===== src/rtl/red_pitaya_asg_pkg.sv =====
// Shared ASG definitions: sweep sequencer state encoding and step-word geometry.
// Also used by the ASG register bank so both sides agree on the step width.
package red_pitaya_asg_pkg;

  // Step word layout: RSZ table-address bits + 16 extra integer bits + 32 fraction bits.
  localparam int STEP_FRAC_W  = 32;
  localparam int STEP_INT_EXT = 16;

  // Repetition count that never runs out.
  localparam logic [15:0] REP_INFINITE = 16'hffff;
  // Ceiling of the stair counter.
  localparam logic [15:0] STAIR_MAX    = 16'hffff;

  typedef enum logic [2:0] {
    ST_IDLE  = 3'd0,
    ST_LOAD  = 3'd1,
    ST_DWELL = 3'd2,
    ST_STEP  = 3'd3,
    ST_END   = 3'd4
  } sweep_state_e;

  // Full step-word width for a given table address width.
  function automatic int step_w(input int rsz);
    return rsz + STEP_INT_EXT + STEP_FRAC_W;
  endfunction

endpackage


===== src/rtl/red_pitaya_asg_sweep_if.sv =====
// Bus between the ASG register bank (master) and the sweep sequencer (slave).
// Optional build macro: ASG_SWEEP_PINGPONG_EN adds cfg_pingpong_i.
interface red_pitaya_asg_sweep_if
  import red_pitaya_asg_pkg::*;
#(
  parameter int RSZ   = 14,
  parameter int CNT_W = 32
) ();

  localparam int SW = step_w(RSZ);

  logic              start_i;
  logic              abort_i;
  logic [SW-1:0]     cfg_start_i;
  logic [SW-1:0]     cfg_stop_i;
  logic [SW-1:0]     cfg_inc_i;
  logic [CNT_W-1:0]  cfg_dwell_i;
  logic [15:0]       cfg_rep_i;
`ifdef ASG_SWEEP_PINGPONG_EN
  logic              cfg_pingpong_i;
`endif
  logic [SW-33:0]    step_hi_o;
  logic [31:0]       step_lo_o;
  logic              asg_rst_o;
  logic              busy_o;
  logic              done_o;
  logic [15:0]       stair_o;

  modport master (
`ifdef ASG_SWEEP_PINGPONG_EN
    output cfg_pingpong_i,
`endif
    output start_i, abort_i, cfg_start_i, cfg_stop_i, cfg_inc_i, cfg_dwell_i, cfg_rep_i,
    input  step_hi_o, step_lo_o, asg_rst_o, busy_o, done_o, stair_o
  );

  modport slave (
`ifdef ASG_SWEEP_PINGPONG_EN
    input  cfg_pingpong_i,
`endif
    input  start_i, abort_i, cfg_start_i, cfg_stop_i, cfg_inc_i, cfg_dwell_i, cfg_rep_i,
    output step_hi_o, step_lo_o, asg_rst_o, busy_o, done_o, stair_o
  );

endinterface


===== src/rtl/red_pitaya_asg_sweep_nxt.sv =====
// Next stair value for the sweep: clamped add (up) or subtract (down).
// The result never passes the stop value and never wraps; a zero increment
// jumps straight to stop.
module red_pitaya_asg_sweep_nxt
  import red_pitaya_asg_pkg::*;
#(
  parameter int RSZ = 14
) (
  input  logic [step_w(RSZ)-1:0] step,
  input  logic [step_w(RSZ)-1:0] inc,
  input  logic [step_w(RSZ)-1:0] stop,
  input  logic                   dir_up,
  output logic [step_w(RSZ)-1:0] nxt_step
);

  localparam int SW = step_w(RSZ);

  logic [SW:0] sum_s;
  logic [SW:0] dif_s;

  // One extra bit on both paths exposes carry / borrow for the clamp.
  always_comb begin
    sum_s = {1'b0, step} + {1'b0, inc};
    dif_s = {1'b0, step} - {1'b0, inc};
    if (inc == {SW{1'b0}}) begin
      nxt_step = stop;
    end else if (dir_up) begin
      if (sum_s[SW] || (sum_s[SW-1:0] > stop)) begin
        nxt_step = stop;
      end else begin
        nxt_step = sum_s[SW-1:0];
      end
    end else begin
      if (dif_s[SW] || (dif_s[SW-1:0] < stop)) begin
        nxt_step = stop;
      end else begin
        nxt_step = dif_s[SW-1:0];
      end
    end
  end

endmodule


===== src/rtl/red_pitaya_asg_sweep.sv =====
// Frequency-sweep sequencer for one ASG channel (dac_clk domain).
// Walks the channel phase increment from start to stop in equal stairs, each
// held dwell+1 cycles, with an optional repeat count (16'hffff = forever).
// Optional build macro: ASG_SWEEP_PINGPONG_EN -- alternate sweep direction on
// each repetition without a pointer reset, keeping the phase continuous.
module red_pitaya_asg_sweep
  import red_pitaya_asg_pkg::*;
#(
  parameter int RSZ   = 14,
  parameter int CNT_W = 32
) (
  input  logic                 dac_clk_i,
  input  logic                 dac_rstn_i,
  red_pitaya_asg_sweep_if.slave bus
);

  localparam int SW = step_w(RSZ);
  localparam logic [CNT_W-1:0] DWELL_ONE = {{(CNT_W-1){1'b0}}, 1'b1};

  sweep_state_e     state_r;
  logic [SW-1:0]    start_sh_r;
  logic [SW-1:0]    stop_sh_r;
  logic [SW-1:0]    inc_sh_r;
  logic [CNT_W-1:0] dwell_sh_r;
  logic [CNT_W-1:0] dwell_cnt_r;
  logic [15:0]      rep_cnt_r;
  logic             dir_up_r;
  logic [SW-1:0]    step_r;
  logic             asg_rst_r;
  logic             busy_r;
  logic             done_r;
  logic [15:0]      stair_r;
`ifdef ASG_SWEEP_PINGPONG_EN
  logic             pingpong_r;
`endif

  logic [SW-1:0]    nxt_step_s;
  logic [CNT_W-1:0] dwell_eff_s;

  red_pitaya_asg_sweep_nxt #(
    .RSZ      (RSZ)
  ) u_nxt (
    .step     (step_r),
    .inc      (inc_sh_r),
    .stop     (stop_sh_r),
    .dir_up   (dir_up_r),
    .nxt_step (nxt_step_s)
  );

  // A zero dwell request is served as a one-cycle dwell.
  always_comb begin
    if (bus.cfg_dwell_i == {CNT_W{1'b0}}) begin
      dwell_eff_s = DWELL_ONE;
    end else begin
      dwell_eff_s = bus.cfg_dwell_i;
    end
  end

  // Sweep sequencer: config shadowing, stair timing, repeats and all outputs.
  always_ff @(posedge dac_clk_i or negedge dac_rstn_i) begin
    if (!dac_rstn_i) begin
      state_r     <= ST_IDLE;
      start_sh_r  <= {SW{1'b0}};
      stop_sh_r   <= {SW{1'b0}};
      inc_sh_r    <= {SW{1'b0}};
      dwell_sh_r  <= DWELL_ONE;
      dwell_cnt_r <= {CNT_W{1'b0}};
      rep_cnt_r   <= 16'h0000;
      dir_up_r    <= 1'b1;
      step_r      <= {SW{1'b0}};
      asg_rst_r   <= 1'b0;
      busy_r      <= 1'b0;
      done_r      <= 1'b0;
      stair_r     <= 16'h0000;
`ifdef ASG_SWEEP_PINGPONG_EN
      pingpong_r  <= 1'b0;
`endif
    end else begin
      // Pulses default low; states below raise them for exactly one cycle.
      asg_rst_r <= 1'b0;
      done_r    <= 1'b0;
      if (bus.abort_i) begin
        // Abort beats everything, including a coincident start; step holds.
        state_r <= ST_IDLE;
        busy_r  <= 1'b0;
      end else begin
        case (state_r)
          ST_IDLE: begin
            if (bus.start_i) begin
              start_sh_r <= bus.cfg_start_i;
              stop_sh_r  <= bus.cfg_stop_i;
              inc_sh_r   <= bus.cfg_inc_i;
              dwell_sh_r <= dwell_eff_s;
              rep_cnt_r  <= bus.cfg_rep_i;
              dir_up_r   <= (bus.cfg_stop_i >= bus.cfg_start_i);
`ifdef ASG_SWEEP_PINGPONG_EN
              pingpong_r <= bus.cfg_pingpong_i;
`endif
              state_r    <= ST_LOAD;
            end
          end

          ST_LOAD: begin
            step_r      <= start_sh_r;
            asg_rst_r   <= 1'b1;
            busy_r      <= 1'b1;
            stair_r     <= 16'h0000;
            dwell_cnt_r <= dwell_sh_r;
            state_r     <= ST_DWELL;
          end

          ST_DWELL: begin
            dwell_cnt_r <= dwell_cnt_r - DWELL_ONE;
            if (dwell_cnt_r <= DWELL_ONE) begin
              if (step_r == stop_sh_r) begin
                state_r <= ST_END;
              end else begin
                state_r <= ST_STEP;
              end
            end
          end

          ST_STEP: begin
            step_r      <= nxt_step_s;
            dwell_cnt_r <= dwell_sh_r;
            if (stair_r != STAIR_MAX) begin
              stair_r <= stair_r + 16'd1;
            end
            state_r     <= ST_DWELL;
          end

          ST_END: begin
            if (rep_cnt_r != 16'h0000) begin
              if (rep_cnt_r != REP_INFINITE) begin
                rep_cnt_r <= rep_cnt_r - 16'd1;
              end
              stair_r     <= 16'h0000;
              dwell_cnt_r <= dwell_sh_r;
              state_r     <= ST_DWELL;
`ifdef ASG_SWEEP_PINGPONG_EN
              if (pingpong_r) begin
                // Turn around at the current value; no pointer reset.
                start_sh_r <= stop_sh_r;
                stop_sh_r  <= start_sh_r;
                dir_up_r   <= ~dir_up_r;
              end else begin
                step_r    <= start_sh_r;
                asg_rst_r <= 1'b1;
              end
`else
              step_r    <= start_sh_r;
              asg_rst_r <= 1'b1;
`endif
            end else begin
              // Final pass finished; step keeps the stop value.
              done_r  <= 1'b1;
              busy_r  <= 1'b0;
              state_r <= ST_IDLE;
            end
          end

          default: begin
            busy_r  <= 1'b0;
            state_r <= ST_IDLE;
          end
        endcase
      end
    end
  end

  assign bus.step_hi_o = step_r[SW-1:STEP_FRAC_W];
  assign bus.step_lo_o = step_r[STEP_FRAC_W-1:0];
  assign bus.asg_rst_o = asg_rst_r;
  assign bus.busy_o    = busy_r;
  assign bus.done_o    = done_r;
  assign bus.stair_o   = stair_r;

endmodule


===== src/flat_wrapper.sv =====
// flat-port wrapper written by rule: the top's interface ports become plain ports
module red_pitaya_asg_sweep_flat import red_pitaya_asg_pkg::*;
#(
  parameter int RSZ   = 14,
  parameter int CNT_W = 32
)
  (dac_clk_i, dac_rstn_i, bus_start_i, bus_abort_i, bus_cfg_start_i, bus_cfg_stop_i, bus_cfg_inc_i, bus_cfg_dwell_i, bus_cfg_rep_i, bus_step_hi_o, bus_step_lo_o, bus_asg_rst_o, bus_busy_o, bus_done_o, bus_stair_o);
  red_pitaya_asg_sweep_if #(.RSZ(RSZ), .CNT_W(CNT_W)) bus_i ();
  input  logic dac_clk_i;
  input  logic dac_rstn_i;
  input wire logic [$bits(bus_i.start_i)-1:0] bus_start_i;
  input wire logic [$bits(bus_i.abort_i)-1:0] bus_abort_i;
  input wire logic [$bits(bus_i.cfg_start_i)-1:0] bus_cfg_start_i;
  input wire logic [$bits(bus_i.cfg_stop_i)-1:0] bus_cfg_stop_i;
  input wire logic [$bits(bus_i.cfg_inc_i)-1:0] bus_cfg_inc_i;
  input wire logic [$bits(bus_i.cfg_dwell_i)-1:0] bus_cfg_dwell_i;
  input wire logic [$bits(bus_i.cfg_rep_i)-1:0] bus_cfg_rep_i;
  output wire logic [$bits(bus_i.step_hi_o)-1:0] bus_step_hi_o;
  output wire logic [$bits(bus_i.step_lo_o)-1:0] bus_step_lo_o;
  output wire logic [$bits(bus_i.asg_rst_o)-1:0] bus_asg_rst_o;
  output wire logic [$bits(bus_i.busy_o)-1:0] bus_busy_o;
  output wire logic [$bits(bus_i.done_o)-1:0] bus_done_o;
  output wire logic [$bits(bus_i.stair_o)-1:0] bus_stair_o;
  assign bus_i.start_i = bus_start_i;
  assign bus_i.abort_i = bus_abort_i;
  assign bus_i.cfg_start_i = bus_cfg_start_i;
  assign bus_i.cfg_stop_i = bus_cfg_stop_i;
  assign bus_i.cfg_inc_i = bus_cfg_inc_i;
  assign bus_i.cfg_dwell_i = bus_cfg_dwell_i;
  assign bus_i.cfg_rep_i = bus_cfg_rep_i;
  assign bus_step_hi_o = bus_i.step_hi_o;
  assign bus_step_lo_o = bus_i.step_lo_o;
  assign bus_asg_rst_o = bus_i.asg_rst_o;
  assign bus_busy_o = bus_i.busy_o;
  assign bus_done_o = bus_i.done_o;
  assign bus_stair_o = bus_i.stair_o;
  red_pitaya_asg_sweep #(.RSZ(RSZ), .CNT_W(CNT_W)) u_core (.dac_clk_i(dac_clk_i), .dac_rstn_i(dac_rstn_i), .bus(bus_i));
endmodule

===== config.mk =====
export PLATFORM = sky130hd
export DESIGN_NAME = red_pitaya_asg_sweep_flat
export DESIGN_NICKNAME = d
export VERILOG_FILES = /design/src/rtl/red_pitaya_asg_pkg.sv /design/src/rtl/red_pitaya_asg_sweep_if.sv /design/src/rtl/red_pitaya_asg_sweep_nxt.sv /design/src/rtl/red_pitaya_asg_sweep.sv /design/src/flat_wrapper.sv
export SDC_FILE = /design/constraint.sdc
export NUM_CORES = 1
export LEC_CHECK = 0
export CAP_MARGIN = 20
export CELL_PAD_IN_SITES_DETAIL_PLACEMENT = 0
export CELL_PAD_IN_SITES_GLOBAL_PLACEMENT = 1
export CORE_ASPECT_RATIO = 0.75
export CORE_UTILIZATION = 43
export CTS_CLUSTER_SIZE = 16
export DETAILED_ROUTE_END_ITERATION = 10
export PLACE_DENSITY_LB_ADDON = 0.05
export SLEW_MARGIN = 15
export SYNTH_ARGS = -nofsm -noshare
export SYNTH_HDL_FRONTEND = slang
export SYNTH_HIERARCHICAL = 1
export SYNTH_SLANG_ARGS = --single-unit

===== constraint.sdc =====
create_clock -name dac_clk_i -period 7.7 [get_ports dac_clk_i]
set_clock_uncertainty 0.05 [all_clocks]
set_input_delay 0.77 -clock dac_clk_i [delete_from_list [all_inputs] [get_ports dac_clk_i]]
set_output_delay 0.77 -clock dac_clk_i [all_outputs]
set_load 0.05 [all_outputs]

# Word-level counts from Yosys, hierarchy flattened
# Cells that the tools add are included.
[word_totals]
register_bits = 351
out_inout_bits = 81
in_bits = 238
[classes]
n_addsub = 5
magnitude_cmp = 4
n_eq_ne = 15
n_reduce_logical = 18
muxes = 31
bitwise_logic = 1
[op_table]
columns = ["op", "n"]
rows = [
  ["$mux 62", 5],
  ["$pmux 62 s3", 1],
  ["$pmux 32 s3", 1],
  ["$mux 16", 5],
  ["$mux 32", 2],
  ["$add 62x62->63", 1],
  ["$sub 62x62->63", 1],
  ["$eq 62x62->1", 1],
  ["$ge 62x62->1", 1],
  ["$gt 62x62->1", 1],
  ["$logic_not 62->1", 1],
  ["$lt 62x62->1", 1],
  ["$pmux 16 s3", 1],
  ["$le 32x1->1 const B", 1],
  ["$logic_not 32->1", 1],
  ["$ne 16x16->1 const B", 2],
  ["$pmux 16 s2", 1],
  ["$sub 32x1->32 const B", 1],
  ["$add 16x1->16 const B", 1],
  ["$reduce_bool 16->1", 1],
  ["$sub 16x1->16 const B", 1],
  ["$mux 3", 4],
  ["$pmux 3 s4", 1],
  ["$reduce_and 3->1", 3],
  ["other kinds (21)", 35],
]

# Logic depth before layout (Yosys ltp)
[logic_depth]
depth_word = 7
mapped_depth = 30
depth_no_buf = 28

# Hierarchy
# Netlist, hierarchy kept.
[by_module_without_submodules]
columns = ["mod", "area_per_inst_um2", "cells_each", "n_inst"]
rows = [
  ["red_pitaya_asg_sweep", 17362.9, 1948, 1],
  ["red_pitaya_asg_sweep_nxt", 11791.3, 1747, 1],
]

# Worst setup path after synthesis
# No wires, ideal clock.
[synth_path]
path_kind = "register to register"
start = "register u_core.step_r[8]"
end = "register u_core.step_r[33]"
t_required_ps = 7518
synth_period_minus_slack_ps = 6395
arrival_time_ps = 6213
path_slack_ps = 1305
setup_time_ps = 132
stages_incl_launch_ff = 27
path_buffers = 1
path_cell_list = "dfrtp_1 ha_1 buf_6 or2_0 or4_1 a21oi_2 o31ai_2 a311o_1 a2111oi_2 o21ba_2 o2111ai_1 a22o_1 xnor2_1 ha_1 nand4_1 nor4_1 nand2_1 or3_1 nor3_1 nand4_1 a21o_1 a21oi_1 nand2b_1 nand2_1 a221o_1 mux2i_1 o21ai_1"
[synth_between]
elab_chain_cells = 7
elab_cells_between_ends = 11
[synth_rtl]
columns = ["item", "line_no", "rtl"]
rows = [
  ["start: declaration", "red_pitaya_asg_sweep.sv:28", "logic [SW-1:0] step_r;"],
  ["start signal: assignment", "red_pitaya_asg_sweep.sv:70", "step_r <= {SW{1'b0}};"],
  ["start signal: assignment", "red_pitaya_asg_sweep.sv:104", "step_r <= start_sh_r;"],
  ["start signal: assignment", "red_pitaya_asg_sweep.sv:124", "step_r <= nxt_step_s;"],
  ["$sub 62x62->63 or $add 62x62->63 (tied branches)", "red_pitaya_asg_sweep_nxt.sv:24, red_pitaya_asg_sweep_nxt.sv:23", ""],
  ["$lt 62x62->1 or $gt 62x62->1 (tied branches)", "red_pitaya_asg_sweep_nxt.sv:34, red_pitaya_asg_sweep_nxt.sv:28", ""],
  ["$logic_or 1x1->1 (on tied branches)", "red_pitaya_asg_sweep_nxt.sv:34, red_pitaya_asg_sweep_nxt.sv:28", ""],
  ["$mux 62 (on tied branches)", "red_pitaya_asg_sweep_nxt.sv:34, red_pitaya_asg_sweep_nxt.sv:28", ""],
  ["$mux 62 *", "red_pitaya_asg_sweep_nxt.sv:27", "end else if (dir_up) begin"],
  ["$mux 62 *", "red_pitaya_asg_sweep_nxt.sv:25", "if (inc == {SW{1'b0}}) begin"],
  ["named net u_core.nxt_step_s[33]", "red_pitaya_asg_sweep.sv:37", "logic [SW-1:0] nxt_step_s;"],
  ["$pmux 62 s3 *", "red_pitaya_asg_sweep.sv:87", "case (state_r)"],
]
# The timed path passes the listed nets; every way through them passes the cells marked *.
# A chain may end at the register's enable or synchronous reset.

# Worst setup path in the final report
[layout_path]
start = "register u_core.step_r[18]"
end = "register u_core.step_r[20]"
# The elaborated chain is that of the path after synthesis.

==> results.sh <==
export IMPL_outcome="completed"
export IMPL_finalHoldViolCount=0
export IMPL_finalPower_mw=13.7
export IMPL_hold_path_class="input pin to asynchronous set/reset pin"
export IMPL_fp_dieW_um=303
export IMPL_ys_types=96
export IMPL_numCtsBuffers=42
export IMPL_grt_ovfl_total=0
export IMPL_chipHeight_um=228
export IMPL_area_growth_pct=21.4
export IMPL_start_kind="flop"
export IMPL_ys_ff_latch=351
export IMPL_fin_nets=4582
export IMPL_synth_top_area_share_pct=30.0
export IMPL_first_global_vias=28234
export IMPL_worstPathMaxFanout=18
export IMPL_ant_nets=0
export IMPL_fin_area_sq_um=35400
export IMPL_firstDrtPassIters=8
export IMPL_crit_slowest_cell="o41ai_4"
export IMPL_cp_end_kind="flop"
export IMPL_grt_max_degree=170
export IMPL_avgRoutedWirePerCell_um=25.8
export IMPL_worstMarginPinSlew_ps=1200
export IMPL_finalSetupViolCount=0
export IMPL_totalWireLength_um=128000
export IMPL_tritoncts="built"
export IMPL_postCtsHoldBufs=0
export IMPL_clk_pin_slew_ps=60
export IMPL_ys_flop_type="dfrtp_1"
export IMPL_clock_path_buffers=3
export IMPL_finalSetupTns_ps=0
export IMPL_vias=29907
export IMPL_core_sq_um=66900
export IMPL_maxClockFrequency_mhz=132
export IMPL_antenna_found_initial=2
export IMPL_crit_buf_inv=7
export IMPL_first_iter_violations=3362
export IMPL_leakage_nw=16.5
export IMPL_synth_edf_count=0
export IMPL_vdd_ir_drop_worst_v=0.000186
export IMPL_cp_arrival_ps=8070
export IMPL_vias_per_cell=6.05
export IMPL_cpMostUsedCell="buf_4"
export IMPL_synth_most_common_cell="nand2_1"
export IMPL_htree_levels=2
export IMPL_cts_sinks=351
export IMPL_io_buffer_count=318
export IMPL_crit_family="compound AO/OA/AOI/OAI gates"
export IMPL_drc_errors=0
export IMPL_ys_async_sr_fraction_pct=100
export IMPL_rows=82
export IMPL_worstSkewPairLatency_ps=620
export IMPL_synth_area_per_cell_sq_um=7.89
export IMPL_post_route_min_period_ps=7590
export IMPL_io_pins=319
export IMPL_dpl_hpwl_um=103000
export IMPL_start_util_pct=43.6
export IMPL_synth_area_leaders="dfrtp_1, ha_1, nand2_1"
export IMPL_synthCells=3695
export IMPL_cts_root_buf="clkbuf_16"
export IMPL_seq_area_frac_synth_pct=30.1
export IMPL_yosys_area_top_type="dfrtp_1"
export IMPL_relSlewSlack_pct=19.8
export IMPL_critical_path_class="flop to flop"
export IMPL_cap_violations=0
export IMPL_netlist_top_cells_count="nand2_1, dfrtp_1, ha_1"
export IMPL_dieArea_sq_um=68900
export IMPL_synth_nets=4249
export IMPL_power_density_nw_per_um2=388
export IMPL_drive_gt1_share_pct=7.15
export IMPL_syn_area_sq_um=29200
export IMPL_min_period_over_period_pct=98.6
export IMPL_postPlaceCellArea_sq_um=33900
export IMPL_cp_required_ps=8180
export IMPL_gp_congestion=1.14
export IMPL_ys_warnings_count=6
export IMPL_grt_pass1_wl_um=185000
export IMPL_max_stage_delay_ps=510
export IMPL_finalMaxSlewViolations=0
export IMPL_track_usage_pct=36.5
[layer usage]
| metal | global-route usage (%) | share of wire (%) | up-vias | wire [um] |
|---|---|---|---|---|
| met1 | 55.1 | 47 | 14516 | 59600 |
| li1 | - | - | 13707 | - |
| met2 | 49.5 | 39 | 1530 | 49900 |
| met5 | 0 | 0 | - | 0 |
| met4 | 8.01 | 2.1 | 0 | 2670 |
| met3 | 11.7 | 12 | 154 | 15500 |
[cell families after synthesis]
family                   after synthesis  synth area share, %
XOR/XNOR                             194                 5.83
flip-flops                           351                 30.1
AND/OR/NAND/NOR                     1327                 20.5
adder cells (fa/ha/maj)              316                 13.6
AO/OA/AOI/OAI                        982                 21.4
multiplexers                          66                 2.27
buffers and inverters                459                 6.30
[metrics by stage]
step | cells | setup slack (ps) | hold slack, ps | util [%]
6_report | 4944 | 105 | 41.3 | 52.9
2_1_floorplan | 3695 | 1300 | 385 | -
4_1_cts | 4939 | 15.1 | 33.7 | 52.8
5_1_grt | 4940 | -18.4 | 68.6 | 52.9
3_5_place_dp | 4865 | -360 | 409 | 50.7
3_3_place_gp | 4865 | -333 | 400 | 50.7
[flip-flops by register name, indices dropped and copies added (netlist names)]
register and flops:
u_core/step_r 62, u_core/start_sh_r 62, u_core/state_r 3, u_core/bus.asg_rst_o 1, u_core/stop_sh_r 62, u_core/inc_sh_r 62
u_core/rep_cnt_r 16, u_core/dir_up_r 1, u_core/dwell_cnt_r 32, u_core/bus.stair_o 16, u_core/bus.done_o 1, u_core/bus.busy_o 1
u_core/dwell_sh_r 32
[cell type report]
| type | count | area (sq um) |
|---|---|---|
| diodes | 4 | 10.0 |
| clock inverters | 14 | 141 |
| well taps | 882 | 1100 |
| fillers | 6371 | 31500 |
| flip-flops and latches | 351 | 8790 |
| inverters | 279 | 1050 |
| multi-input cells | 2885 | 18700 |
| clock buffers | 60 | 1200 |
| repair buffers | 469 | 4410 |
[cells in the final DEF, fill, tap and decap left out, types with 10 or more instances in the layout]
| cell | Yosys | final |
|---|---|---|
| nand2_1 | 738 | 735 |
| dfrtp_1 | 349 | 348 |
| clkdlybuf4s50_1 | 0 | 317 |
| ha_1 | 314 | 308 |
| inv_1 | 273 | 273 |
| a21oi_1 | 274 | 268 |
| o21ai_0 | 218 | 217 |
| xnor2_1 | 185 | 184 |
| nor2_1 | 177 | 177 |
| buf_4 | 1 | 144 |
| nand4_1 | 87 | 87 |
| nor4_1 | 78 | 74 |
| o21ai_1 | 71 | 72 |
| mux2i_1 | 66 | 66 |
| nand3_1 | 62 | 61 |
| a21o_1 | 59 | 59 |
| nor3_1 | 58 | 58 |
| clkbuf_16 | 0 | 42 |
| o21bai_1 | 36 | 36 |
| a22oi_1 | 32 | 32 |
| a31oi_1 | 30 | 29 |
| o31ai_1 | 29 | 29 |
| o22ai_1 | 22 | 22 |
| nor2b_1 | 21 | 21 |
| nand2b_1 | 20 | 20 |
| o211ai_1 | 20 | 20 |
| o2bb2ai_1 | 19 | 19 |
| a211oi_1 | 20 | 18 |
| or3_1 | 16 | 16 |
| a221oi_1 | 13 | 13 |
| o21a_1 | 13 | 13 |
| and2_1 | 13 | 13 |
| o221ai_1 | 11 | 11 |
| clkbuf_1 | 126 | 10 |
[what timing repair did]
item	CTS	global route
buffers inserted	0	1
endpoints found under the setup margin	60	61
resized for setup	6	19
pin swaps	0	2
[final timing paths]
check | startpoint | endpoint | slack [ps] | cells past startpoint
max in group asynchronous | dac_rstn_i | u_core/dwell_cnt_r[2] | 6220 | 2
min in group dac_clk_i | u_core/dwell_sh_r[0] | u_core/dwell_sh_r[0] | 420 | 2
worst max register to register | u_core/step_r[18] | u_core/step_r[20] | 110 | 29
worst min register to register | u_core/dwell_sh_r[0] | u_core/dwell_sh_r[0] | 420 | 2
worst max-delay path | u_core/step_r[18] | u_core/step_r[20] | 110 | 29
worst min-delay path | dac_rstn_i | u_core/start_sh_r[28] | 40 | 1
[report_power, final]
part,leakage [nW],internal (mW),total [mW],switching (mW)
registers,4.40,2.24,2.80,0.563
logic,11.5,3.24,8.92,5.68
clock network,0.643,1.12,2.01,0.885
total,16.5,6.61,13.7,7.13
Note: power is estimated with default switching activity, not from simulation.
